==> src/rtl/dmem_map_pkg.sv <==
// Shared data-memory map: regions, bus FSM states, default
// base/size constants for every decoder of the data port.
package dmem_map_pkg;

  typedef enum logic [1:0] {
    REG_NONE,
    REG_SRAM,
    REG_CTRL,
    REG_UART
  } region_e;

  typedef enum logic [2:0] {
    IDLE,
    SETUP,
    STROBE,
    DONE,
    ERROR
  } state_e;

  localparam int          DEF_NUM_SRAM       = 2;
  localparam logic [31:0] DEF_SRAM_BASE      = 32'h1000_0000;
  localparam int          DEF_SRAM_SIZE_LOG2 = 26;
  localparam logic [31:0] DEF_CTRL_BASE      = 32'h44E1_0000;
  localparam int          DEF_CTRL_SIZE_LOG2 = 13;
  localparam logic [31:0] DEF_UART_BASE      = 32'h4802_2000;
  localparam int          DEF_UART_SIZE_LOG2 = 12;
  localparam int          DEF_SRAM_WAIT      = 1;
  localparam int          DEF_PERIPH_WAIT    = 0;

  function automatic int bank_w(input int n);
    return (n > 1) ? $clog2(n) : 1;
  endfunction

endpackage

==> src/rtl/dmem_region_decode.sv <==
// Combinational address decode into SRAM bank, Control
// Module or UART1 window using aligned base compares.
module dmem_region_decode
  import dmem_map_pkg::*;
#(
  parameter int          AW             = 32,
  parameter int          NUM_SRAM       = DEF_NUM_SRAM,
  parameter int          BW             = bank_w(NUM_SRAM),
  parameter logic [AW-1:0] SRAM_BASE    = DEF_SRAM_BASE,
  parameter int          SRAM_SIZE_LOG2 = DEF_SRAM_SIZE_LOG2,
  parameter logic [AW-1:0] CTRL_BASE    = DEF_CTRL_BASE,
  parameter int          CTRL_SIZE_LOG2 = DEF_CTRL_SIZE_LOG2,
  parameter logic [AW-1:0] UART_BASE    = DEF_UART_BASE,
  parameter int          UART_SIZE_LOG2 = DEF_UART_SIZE_LOG2
) (
  input  logic [AW-1:0] i_addr,
  output region_e       o_region,
  output logic [BW-1:0] o_bank,
  output logic          o_hit
);

  logic [AW-1:0] w_off;
  logic [AW-1:0] w_idx;
  logic          w_sram;
  logic          w_ctrl;
  logic          w_uart;

  // Below-base addresses wrap to a huge index and miss.
  assign w_off  = i_addr - SRAM_BASE;
  assign w_idx  = w_off >> SRAM_SIZE_LOG2;
  assign w_sram = w_idx < AW'(NUM_SRAM);

  assign w_ctrl = i_addr[AW-1:CTRL_SIZE_LOG2]
               == CTRL_BASE[AW-1:CTRL_SIZE_LOG2];
  assign w_uart = i_addr[AW-1:UART_SIZE_LOG2]
               == UART_BASE[AW-1:UART_SIZE_LOG2];

  always_comb begin
    o_region = REG_NONE;
    unique case (1'b1)
      w_sram:  o_region = REG_SRAM;
      w_ctrl:  o_region = REG_CTRL;
      w_uart:  o_region = REG_UART;
      default: o_region = REG_NONE;
    endcase
  end

  assign o_bank = w_idx[BW-1:0];
  assign o_hit  = o_region != REG_NONE;

endmodule

==> src/rtl/data_memory_bus_ctrl.sv <==
// Data-port bus controller: request/ready FSM driving
// per-bank SRAM strobes and peripheral selects.
module data_memory_bus_ctrl
  import dmem_map_pkg::*;
#(
  parameter int          AW             = 32,
  parameter int          NUM_SRAM       = DEF_NUM_SRAM,
  parameter logic [AW-1:0] SRAM_BASE    = DEF_SRAM_BASE,
  parameter int          SRAM_SIZE_LOG2 = DEF_SRAM_SIZE_LOG2,
  parameter logic [AW-1:0] CTRL_BASE    = DEF_CTRL_BASE,
  parameter int          CTRL_SIZE_LOG2 = DEF_CTRL_SIZE_LOG2,
  parameter logic [AW-1:0] UART_BASE    = DEF_UART_BASE,
  parameter int          UART_SIZE_LOG2 = DEF_UART_SIZE_LOG2,
  parameter int          SRAM_WAIT      = DEF_SRAM_WAIT,
  parameter int          PERIPH_WAIT    = DEF_PERIPH_WAIT
) (
  input  logic                clk,
  input  logic                RESET,
  input  logic                req,
  input  logic [AW-1:0]       address,
  input  logic                read,
  input  logic                write,
  output logic                ready,
  output logic                err,
  output logic                busy,
  output logic [NUM_SRAM-1:0] CE,
  output logic [NUM_SRAM-1:0] OE,
  output logic [NUM_SRAM-1:0] WE,
  output logic                Control_Module,
  output logic                UART1
);

  localparam int BW = bank_w(NUM_SRAM);

  state_e        r_state, w_state_n;
  region_e       r_region, w_region_n, w_dec_region;
  logic [BW-1:0] r_bank, w_bank_n, w_dec_bank;
  logic          r_wr, w_wr_n;
  logic [3:0]    r_cnt, w_cnt_n;
  logic          w_hit;

  logic [NUM_SRAM-1:0] w_oh;
  logic                w_sel;
  logic                w_stb;
  logic                w_sram;

  dmem_region_decode #(
    .AW             (AW),
    .NUM_SRAM       (NUM_SRAM),
    .BW             (BW),
    .SRAM_BASE      (SRAM_BASE),
    .SRAM_SIZE_LOG2 (SRAM_SIZE_LOG2),
    .CTRL_BASE      (CTRL_BASE),
    .CTRL_SIZE_LOG2 (CTRL_SIZE_LOG2),
    .UART_BASE      (UART_BASE),
    .UART_SIZE_LOG2 (UART_SIZE_LOG2)
  ) u_dec (
    .i_addr   (address),
    .o_region (w_dec_region),
    .o_bank   (w_dec_bank),
    .o_hit    (w_hit)
  );

  always_comb begin
    w_state_n  = r_state;
    w_region_n = r_region;
    w_bank_n   = r_bank;
    w_wr_n     = r_wr;
    w_cnt_n    = r_cnt;
    unique case (r_state)
      IDLE: begin
        if (req) begin
          if (w_hit && (read ^ write)) begin
            w_state_n  = SETUP;
            w_region_n = w_dec_region;
            w_bank_n   = w_dec_bank;
            w_wr_n     = write;
          end else begin
            w_state_n = ERROR;
          end
        end
      end
      SETUP: begin
        w_state_n = STROBE;
        w_cnt_n   = (r_region == REG_SRAM)
                  ? 4'(SRAM_WAIT) : 4'(PERIPH_WAIT);
      end
      STROBE: begin
        if (r_cnt != 4'd0) w_cnt_n = r_cnt - 4'd1;
        else               w_state_n = DONE;
      end
      DONE:    w_state_n = IDLE;
      ERROR:   w_state_n = IDLE;
      default: w_state_n = IDLE;
    endcase
  end

  always_comb begin
    w_oh = '0;
    for (int i = 0; i < NUM_SRAM; i++)
      w_oh[i] = (w_bank_n == BW'(i));
  end

  // Outputs are registered from the next state so they
  // line up with the state they belong to.
  assign w_sel  = (w_state_n == SETUP) || (w_state_n == STROBE);
  assign w_stb  = w_state_n == STROBE;
  assign w_sram = w_region_n == REG_SRAM;

  always_ff @(posedge clk or posedge RESET) begin
    if (RESET) begin
      r_state        <= IDLE;
      r_region       <= REG_NONE;
      r_bank         <= '0;
      r_wr           <= 1'b0;
      r_cnt          <= '0;
      ready          <= 1'b0;
      err            <= 1'b0;
      busy           <= 1'b0;
      CE             <= '0;
      OE             <= '0;
      WE             <= '0;
      Control_Module <= 1'b0;
      UART1          <= 1'b0;
    end else begin
      r_state        <= w_state_n;
      r_region       <= w_region_n;
      r_bank         <= w_bank_n;
      r_wr           <= w_wr_n;
      r_cnt          <= w_cnt_n;
      ready          <= (w_state_n == DONE)
                     || (w_state_n == ERROR);
      err            <= w_state_n == ERROR;
      busy           <= w_state_n != IDLE;
      CE             <= (w_sel && w_sram) ? w_oh : '0;
      OE             <= (w_stb && w_sram && !w_wr_n)
                      ? w_oh : '0;
      WE             <= (w_stb && w_sram && w_wr_n)
                      ? w_oh : '0;
      Control_Module <= w_sel && (w_region_n == REG_CTRL);
      UART1          <= w_sel && (w_region_n == REG_UART);
    end
  end

endmodule

==> config.mk <==
export PLATFORM = sky130hd
export DESIGN_NAME = data_memory_bus_ctrl
export DESIGN_NICKNAME = d
export VERILOG_FILES = /design/src/rtl/dmem_map_pkg.sv /design/src/rtl/dmem_region_decode.sv /design/src/rtl/data_memory_bus_ctrl.sv
export SDC_FILE = /design/constraint.sdc
export NUM_CORES = 1
export LEC_CHECK = 0
export ABC_AREA = 1
export CAP_MARGIN = 20
export CORE_MARGIN = 2
export CORE_UTILIZATION = 47
export DETAILED_ROUTE_END_ITERATION = 6
export GPL_ROUTABILITY_DRIVEN = 0
export PLACE_DENSITY_LB_ADDON = 0.2
export REMOVE_ABC_BUFFERS = 1
export SLEW_MARGIN = 20
export SYNTH_ARGS = -nofsm -noshare
export SYNTH_HDL_FRONTEND = slang
export SYNTH_HIERARCHICAL = 1
export SYNTH_SLANG_ARGS = --single-unit
==> constraint.sdc <==
create_clock -name clk -period 3.8 [get_ports clk]
set_input_delay 0.57 -clock clk [delete_from_list [all_inputs] [get_ports clk]]
set_output_delay 0.57 -clock clk [all_outputs]
set_load 0.01 [all_outputs]
## Word level (Yosys, flattened, before mapping)

Cells that the tools add are included.

- Register bits: 22
- Input port bits: 37
- Output and inout bits: 11
- Word-level logic and storage cells: 67

- $add $sub $neg: 2
- Order comparisons: 1
- Equality and inequality tests: 13
- Mux-type cells: 20
- Bitwise operators: 2
- Reduce and logical (&&, ||, !) cells: 16

Operators by type and width:

| cell | number |
|---|---|
| 32-bit by 29-bit subtractor with 32-bit output (second input constant) | 1 |
| 20-bit by 19-bit == test with 1-bit output (second input constant) | 1 |
| 19-bit by 18-bit == test with 1-bit output (second input constant) | 1 |
| 2-bit two-way mux | 6 |
| 3-bit by 2-bit == test with 1-bit output (second input constant) | 3 |
| 3-bit two-way mux | 3 |
| 3-bit one-hot mux with 3 select lines | 1 |
| 4-bit one-hot mux with 2 select lines | 1 |
| 1-bit logical AND | 7 |
| 1-bit two-way mux | 7 |
| 3-bit by 1-bit == test with 1-bit output (second input constant) | 2 |
| 6-bit by 2-bit less-than comparator with 1-bit output (second input constant) | 1 |
| 2-bit one-hot mux with 3 select lines | 1 |
| 2-bit by 1-bit == test with 1-bit output (second input constant) | 2 |
| 2-bit == test (second input constant) | 2 |
| 4-bit two-way mux | 1 |
| 2-bit nonzero test | 2 |
| 4-bit nonzero test | 1 |
| 4-bit by 1-bit subtractor with 4-bit output (second input constant) | 1 |
| 3-bit == test (second input constant) | 1 |
| 3-bit zero test | 1 |
| 3-bit nonzero test | 1 |
| 1-bit logical OR | 2 |
| 2-bit != test (second input constant) | 1 |
| other kinds (4) | 4 |

## Logic depth before layout (Yosys ltp)

Gate-level depths: netlist (run 1).

- Depth after elaboration: 12
- Depth in mapped cells: 14
- Mapped depth without buffers: 14

## Hierarchy

Netlist (run 1), hierarchy kept.

Modules (own cells, without submodules):

| module | instances | cells an instance | area each (sq um) | seq. area each (sq um) |
|---|---|---|---|---|
| data_memory_bus_ctrl | 1 | 99 | 1019.7 | 550.5 |
| dmem_region_decode | 1 | 56 | 269.0 | 0.0 |

## Least setup slack after synthesis (run 1)

No wires, ideal clock.

- Path kind: input-to-reg
- From: input port address[28]
- To: register OE[0]
- Library setup time: 0.080 ns
- Arrival: 1.672 ns
- Required time: 3.720 ns
- Slack: 2.048 ns
- Stages on the path: 11
- Cells stage by stage: nor2_1 -> nand2_1 -> nor2_1 -> nand3_2 -> nand3_2 -> nand2_2 -> nor2_8 -> nand2_8 -> o21ai_2 -> inv_2 -> nor3_2

- Elaborated cells between the ends (all ways): 26

RTL lines:

| item | line | RTL |
|---|---|---|
| start, declared | data_memory_bus_ctrl.sv:20 | `input logic [AW-1:0] address,` |
| 32-bit by 29-bit subtractor with 32-bit output | dmem_region_decode.sv:29 | `assign w_off = i_addr - SRAM_BASE;` |
| 6-bit by 2-bit less-than comparator with 1-bit output | dmem_region_decode.sv:31 | `assign w_sram = w_idx < AW'(NUM_SRAM);` |
| 2-bit one-hot mux with 3 select lines (*) | dmem_region_decode.sv:40 | `unique case (1'b1)` |
| 2-bit nonzero test (*) | dmem_region_decode.sv:49 | `assign o_hit = o_region != REG_NONE;` |
| net w_hit | data_memory_bus_ctrl.sv:40 | `logic w_hit;` |
| 1-bit logical AND (*) | data_memory_bus_ctrl.sv:73 | `if (w_hit && (read ^ write)) begin` |
| 1-bit two-way mux (*) | data_memory_bus_ctrl.sv:73 |  |
| 1-bit two-way mux (*) | data_memory_bus_ctrl.sv:72 | `if (req) begin` |
| 1-bit two-way mux (*) | data_memory_bus_ctrl.sv:70 | `unique case (r_state)` |
| net w_wr_n | data_memory_bus_ctrl.sv:38 | `logic r_wr, w_wr_n;` |
| 1-bit zero test (*) | data_memory_bus_ctrl.sv:136 | `OE <= (w_stb && w_sram && !w_wr_n)` |
| 1-bit logical AND (*) | data_memory_bus_ctrl.sv:136 |  |
| 2-bit two-way mux (*) | data_memory_bus_ctrl.sv:137 | `? w_oh : '0;` |
| end signal, assigned | data_memory_bus_ctrl.sv:136 |  |
| end, declared | data_memory_bus_ctrl.sv:27 | `output logic [NUM_SRAM-1:0] OE,` |

Mark *: on every way through the listed nets, which the timed path passes. The rest lies on a longest branch.
A chain may end at the register's enable or synchronous reset.

## Worst setup path in the final report (run 1)

- From: input port address[27]
- To: register OE[0]

The elaborated chain is that of the path after synthesis.

==> results of run 1 <==
==> critical path: stages <==
cell and delay [ns]:
clkdlybuf4s50_1 0.50, inv_2 0.06, nor2_2 0.10, nand2_1 0.07
nor2_2 0.09, nand3_2 0.08, nand3_2 0.08, nand2_2 0.09
nor2_8 0.16, nand2_8 0.09, o21ai_2 0.20, inv_2 0.08
nor3_2 0.15
==> logic make-up (layout without fill, tap and decap cells) <==
group           count (synthesis)  in the layout  synth area share
simple gates                  100            100             0.444
flops                          22             22             0.427
compound gates                  7              7            0.0330
fa+ha+maj                       2              2            0.0194
xor+xnor                        1              1           0.00680
buf+inv                        23             61            0.0699
==> final timing paths <==
| kind | from | end | slack, ns | depth (start not counted) |
|---|---|---|---|---|
| setup / recovery | address[27] | OE[0]$_DFF_PP0_ | 1.74 | 13 |
| hold / removal | r_cnt[2]$_DFFE_PP0P_ | r_cnt[2]$_DFFE_PP0P_ | 0.55 | 3 |
| setup reg to reg | r_cnt[0]$_DFFE_PP0P_ | r_cnt[2]$_DFFE_PP0P_ | 2.33 | 10 |
| hold reg to reg | r_cnt[2]$_DFFE_PP0P_ | r_cnt[2]$_DFFE_PP0P_ | 0.55 | 3 |
| max in group asynchronous | RESET | r_state[0]$_DFF_PP0_ | 2.60 | 2 |
| min in group asynchronous | RESET | UART1$_DFF_PP0_ | 0.70 | 2 |
==> Yosys cell counts, types with 2 or more instances <==
cell	number	share of area
nor2_1	21	0.061
nand2_1	31	0.090
nand3_2	5	0.039
inv_1	15	0.044
inv_2	7	0.020
nor2_8	2	0.031
o21ai_0	2	0.0078
nand2_2	9	0.044
dfrtp_1	22	0.43
a21oi_1	2	0.0078
nor3_1	6	0.023
nor2_2	4	0.019
nor2_4	2	0.017
nand3_1	12	0.047
nor3_2	3	0.023
ha_1	2	0.019
==> per-layer routing <==
| metal | share of wire | GRT usage | vias to the layer above |
|---|---|---|---|
| met3 | 0.047 | 0.0553 | 0 |
| met2 | 0.53 | 0.338 | 20 |
| li1 | - | - | 569 |
| met5 | 0 | 0 | - |
| met1 | 0.42 | 0.209 | 514 |
| met4 | 0 | 0.0272 | 0 |
==> flip-flops by register name, indices dropped and copies added, names as in the netlist <==
signal          cells
r_region            2
UART1               1
CE                  2
WE                  2
busy                1
r_state             3
Control_Module      1
r_bank              1
r_cnt               4
ready               1
err                 1
OE                  2
r_wr                1
==> area by class of cell <==
class | instances | area (sq um)
clock buffer | 3 | 22.5
clock inverter | 1 | 30.0
fill | 213 | 823
inverter | 22 | 82.6
multi-input combinational | 110 | 648
sequential | 22 | 551
tap | 30 | 37.5
timing repair buffer | 35 | 350
==> power breakdown <==
group / internal [mW] / leakage, nW / total (mW) / switching (mW)
Sequential: 0.286 / 0.289 / 0.309 / 0.0232
Combinational: 0.124 / 0.485 / 0.312 / 0.188
Clock: 0.107 / 0.0279 / 0.177 / 0.0705
==> stage by stage <==
| stage | utilization | instances | hold WS, ns |
|---|---|---|---|
| 2_1_floorplan | - | 154 | 0.492 |
| 5_1_grt | 0.677 | 223 | 0.579 |
| 3_3_place_gp | 0.656 | 219 | 0.510 |
| 3_5_place_dp | 0.656 | 219 | 0.527 |
| 6_report | 0.677 | 223 | 0.554 |
| 4_1_cts | 0.677 | 223 | 0.558 |
==> summary.md, run 1 <==
| Metric | Value |
|---|---|
| Critical Path RT | 4.04 ns |
| Fin crit share | 0.543 |
| Dpl ws | 1.39 ns |
| Die area | 0.00318 sq mm |
| Final worst slack | 1.74 ns |
| CTS tree | done |
| DR vias | 1103 |
| Synth Cell Area | 0.00129 sq mm |
| Commonest non-fill, non-tap cells in the layout | clkdlybuf4s50_1, nand2_1, dfrtp_1, nor2_1, inv_1 |
| Worst vdd ir | 0.398 mV |
| Gr usage total | 0.182 |
| Unrepaired setup endpoints after global routing | no |
| Post-Syn Instances | 155 |
| Max-Cap Viols | 0 |
| Clk_lat worst skew | 0.31 ns |
| Top-level I/O count | 48 |
| Critical path fanouts, max | 7 |
| CP Capture Type | register |
| Final Max Tran Viols | 0 |
| Max-slew headroom at the worst pin | 0.462 |
| Asr flop ratio synth | 1.00 |
| Commonest non-fill, non-tap cell in the layout | clkdlybuf4s50_1 |
| Area grow syn2layout | 33.6% |
| Number of post-CTS setup repair buffers | 0 |
| # diodes | 0 |
| CTS max path bufs | 2 |
| Final WL | 2550 microns |
| Crit path launch type | input port |
| H-Tree Depth | 1 |
| Clock root buffer | clkbuf_4 |
| EDFF count, synth | 0 |
| Fin. Hold Viols | 0 |
| Final setup fails | 0 |
| Synth Register Bits | 22 |
| Die X | 56.4 microns |
| Dominant synthesized flop cell | dfrtp_1 |
| Initial Utilization | 0.506 |
| Worst-path clk slew | 0.12 ns |
| Arrival time of the worst setup path | 2.30 ns |
| Number of global-route vias before repair | 1155 |
| Worst-Margin Slew | 0.806 ns |
| Core Area | 0.00254 sq mm |
| First-pass GRT wire length | 4670 microns |
| Layout cells sized above 1 | 0.207 |
| Overall power | 0.798 mW |
| Crit path time final | 2.06 ns |
| Ys Warns | 6 |
| Final Instance Area | 0.00172 sq mm |
| PwrDens | 464 mW/mm^2 |
| Setup TNS | 0 ns |
| Synthesized area per cell | 8.31 sq um |
| Initial antenna violation count | 0 |
| Pin count of the biggest net entering global routing | 23 |
| Yosys cell types | 26 |
| CTS sink count | 22 |
| Setup CP Type | in2reg |
| Setup Skew | 0.00682 ns |
| Vert. Die Dim | 56.4 microns |
| Seq/Total Area, Yosys | 0.427 |
| Pleak | 0.802 nW |
| HP Class | reg2reg |
| Routed wire length per instance | 11.4 microns |
| Port Buffers | 35 |
| Number of buffers created by CTS | 3 |
| First drt pass iteration count | 4 |
| Status | completed |
| Congestion Overflow GR | 0 |
| # hold bufs at CTS | 0 |
| DRC viols | 0 |
| HPWL after DPL | 2160 microns |
| Layout Nets | 233 |
| Final ANT Viol Nets | 0 |
| Via/cell ratio | 4.95 |
| Achievable frequency | 485 MHz |
| Rows | 18 |
| Post-cts sizing count | 0 |
| 1st-iter DRT viols | 13 |
| Placed inst area | 0.00167 sq mm |
No activity file was read; power rests on OpenSTA's default activity.
==> inputs of run 2 (changes only) <==
--- a/config.mk
+++ b/config.mk
@@ -8,7 +8,7 @@
 export ABC_AREA = 1
 export CAP_MARGIN = 20
 export CORE_MARGIN = 2
-export CORE_UTILIZATION = 47
+export CORE_UTILIZATION = 44
 export DETAILED_ROUTE_END_ITERATION = 6
 export GPL_ROUTABILITY_DRIVEN = 0
 export PLACE_DENSITY_LB_ADDON = 0.2
==> constraint.sdc (replaced) <==
create_clock -name clk -period 1.99 [get_ports clk]
set_input_delay 0.2985 -clock clk [delete_from_list [all_inputs] [get_ports clk]]
set_output_delay 0.2985 -clock clk [all_outputs]
set_load 0.01 [all_outputs]
==> run 2 against run 1 <==
Compared with the run above:
- count of clock-buffer cells in the layout rose by 1
- global-route usage rose by 0.22 points
- non-clock buffer count rose by 9
- worst hold slack got worse by 0.24 ns
- core utilization fell by 3.9 points
- final cell count rose by 4.5%
- routed wire length rose by 3.2%
- critical path depth fell by 1
- clock power rose by 37%
- die area rose by 6.3%
- sequential share of layout area fell by 0.95 points
==> summary.md, run 2 (same netlist as run 1, synthesis figures left out) <==
| Metric | Value |
|---|---|
| Die area | 0.00338 sq mm (+6.3%) |
| Clock root buffer | clkbuf_4 |
| HP Class | in2async |
| Critical Path RT | 2.22 ns (-1.82 ns) |
| Unrepaired setup endpoints after global routing | no |
| Worst-case reg-to-reg path depth | 10 (unchanged) |
| PwrDens | 816 mW/mm^2 (+76%) |
| Max-Cap Viols | 0 (unchanged) |
| Final setup fails | 0 (unchanged) |
| First-pass GRT wire length | 4760 microns (+1.9%) |
| Top flop regs | r_cnt (4), r_state (3) |
| Final WL | 2630 microns (+3.2%) |
| H-Tree Depth | 1 (unchanged) |
| CP endpoint | WE[0]$_DFF_PP0_ |
| Rows | 19 (+1) |
| 1st-iter DRT viols | 29 (+16) |
| Post-cts sizing count | 0 (unchanged) |
| Achievable frequency | 556 MHz |
| Setup Skew | 0.00475 ns (-0.00207 ns) |
| R2R Setup Slk | 0.45 ns (-1.88 ns) |
| Initial antenna violation count | 0 (unchanged) |
| Crit path time final | 1.80 ns |
| CP Capture Type | register |
| Clk_lat worst skew | 0.30 ns (about the same) |
| DR vias | 1136 (+3.0%) |
| Final Non-Filler Cells | 233 (+4.5%) |
| # fillers | 226 (+6.1%) |
| Commonest non-fill, non-tap cells in the layout | clkdlybuf4s50_1, nand2_1, dfrtp_1, nor2_1, inv_1 |
| Layout Nets | 242 (+3.9%) |
| Critical Path Start | address[24] |
| Port Buffers | 35 (unchanged) |
| # diodes | 0 (unchanged) |
| Worst-path clk slew | 0.12 ns (about the same) |
| Arrival time of the worst setup path | 2.03 ns (-0.27 ns) |
| Worst-Margin Slew | 0.273 ns (-0.533 ns) |
| Area grow syn2layout | 37.7% |
| Placed inst area | 0.00174 sq mm (+4.1%) |
| Number of post-CTS setup repair buffers | 0 (unchanged) |
| Initial Utilization | 0.463 (-0.0431) |
| Die X | 58.1 microns (+3.1%) |
| Final Max Tran Viols | 0 (unchanged) |
| Pleak | 0.838 nW (+4.5%) |
| Top reg by flops | r_cnt |
| Final ANT Viol Nets | 0 (unchanged) |
| Status | completed |
| Fin crit share | 0.904 |
| Crit path launch type | input port |
| Fin. Hold Viols | 0 (unchanged) |
| Critical path fanouts, max | 5 (-2) |
| DRC viols | 0 (unchanged) |
| HPWL after DPL | 2250 microns (+3.8%) |
| First drt pass iteration count | 4 (unchanged) |
| Layout cells sized above 1 | 0.243 (+0.0353) |
| Core Util, Final | 0.638 (-0.0386) |
| CTS sink count | 22 (unchanged) |
| Worst vdd ir | 0.714 mV (+79%) |
| Setup CP Type | in2reg |
| CTS tree | done |
| Routed wire length per instance | 11.3 microns (-1.2%) |
| Number of buffers created by CTS | 3 (unchanged) |
| Congestion Overflow GR | 0 (unchanged) |
| Top-level I/O count | 48 (unchanged) |
| Final Instance Area | 0.00177 sq mm (+3.1%) |
| Number of global-route vias before repair | 1165 (+0.87%) |
| Largest register FFs | 4 (unchanged) |
| Via/cell ratio | 4.88 (-1.4%) |
| Core Area | 0.00278 sq mm (+9.3%) |
| CTS max path bufs | 2 (unchanged) |
| Pin count of the biggest net entering global routing | 23 (unchanged) |
| Gr usage total | 0.185 (+0.00220) |
| R2R Path End | r_cnt[2]$_DFFE_PP0P_ |
| Final worst slack | 0.191 ns (-1.55 ns) |
| R2r startpoint | r_cnt[0]$_DFFE_PP0P_ |
| Commonest non-fill, non-tap cell in the layout | clkdlybuf4s50_1 |
| # hold bufs at CTS | 0 (unchanged) |
| Max-slew headroom at the worst pin | 0.818 (+0.356) |
| Vert. Die Dim | 58.1 microns (+3.1%) |
| Placed cells | 229 (+4.6%) |
| Dpl ws | -0.137 ns (-1.52 ns) |
-- run 2: cell types whose count changed in the layout (fill, tap and decap cells not counted), sizes merged --
cell | before | now
clkbuf | 3 | 4
bufinv | 1 | 0
buf | 0 | 9
-- run 2: worst min-delay path by stage --
stage	start	cells past startpoint	slack, ns	to
global route	RESET	3	0.34	CE[0]$_DFF_PP0_
global placement	r_cnt[3]$_DFFE_PP0P_	2	0.51	r_cnt[3]$_DFFE_PP0P_
detailed placement	r_cnt[3]$_DFFE_PP0P_	2	0.52	r_cnt[3]$_DFFE_PP0P_
floorplan	RESET	1	0.29	CE[0]$_DFF_PP0_
finish	RESET	3	0.31	CE[0]$_DFF_PP0_
CTS	RESET	3	0.31	CE[0]$_DFF_PP0_
-- run 2: area by class of cell --
type | instances | area, sq um | area share
tap | 31 | 38.8 | 0.0219
inverter | 22 | 82.6 | 0.0465
clock buffer | 4 | 36.3 | 0.0205
multi-input combinational | 110 | 648 | 0.365
sequential | 22 | 551 | 0.310
timing repair buffer | 44 | 418 | 0.236
-- run 2: power breakdown --
| group | switching, mW | internal (mW) | leakage [nW] | total [mW] |
|---|---|---|---|---|
| registers | 0.0413 | 0.546 | 0.289 | 0.587 |
| clock network | 0.132 | 0.112 | 0.0210 | 0.243 |
| logic | 0.370 | 0.247 | 0.528 | 0.617 |
| total | 0.543 | 0.904 | 0.838 | 1.45 |
-- run 2: worst max-delay path: stages --
cell and delay [ns]:
clkdlybuf4s50_1 0.44, nor2_4 0.16, nand2_1 0.08, nor2_1 0.12, nand3_2 0.10, nand3_2 0.08, nand2_2 0.08, nor2_8 0.15
nand3_1 0.10, nand2_2 0.13, nand3_4 0.11, nor3_1 0.16
-- run 2: through the flow --
step           setup TNS, ns  hold slack (ns)  power (mW)
2_1_floorplan              0            0.288        1.00
3_3_place_gp          -0.563            0.515        1.19
3_5_place_dp          -0.936            0.522        1.22
4_1_cts                    0            0.314        1.46
5_1_grt                    0            0.341        1.56
6_report                   0            0.310        1.45
-- run 2: routing by layer --
layer  vias up  GRT usage  routed length, microns
li1        579          -                       -
met4         0     0.0432                      17
met1       527      0.207                    1080
met3         2     0.0424                     119
met5         -          0                       0
met2        28      0.351                    1410
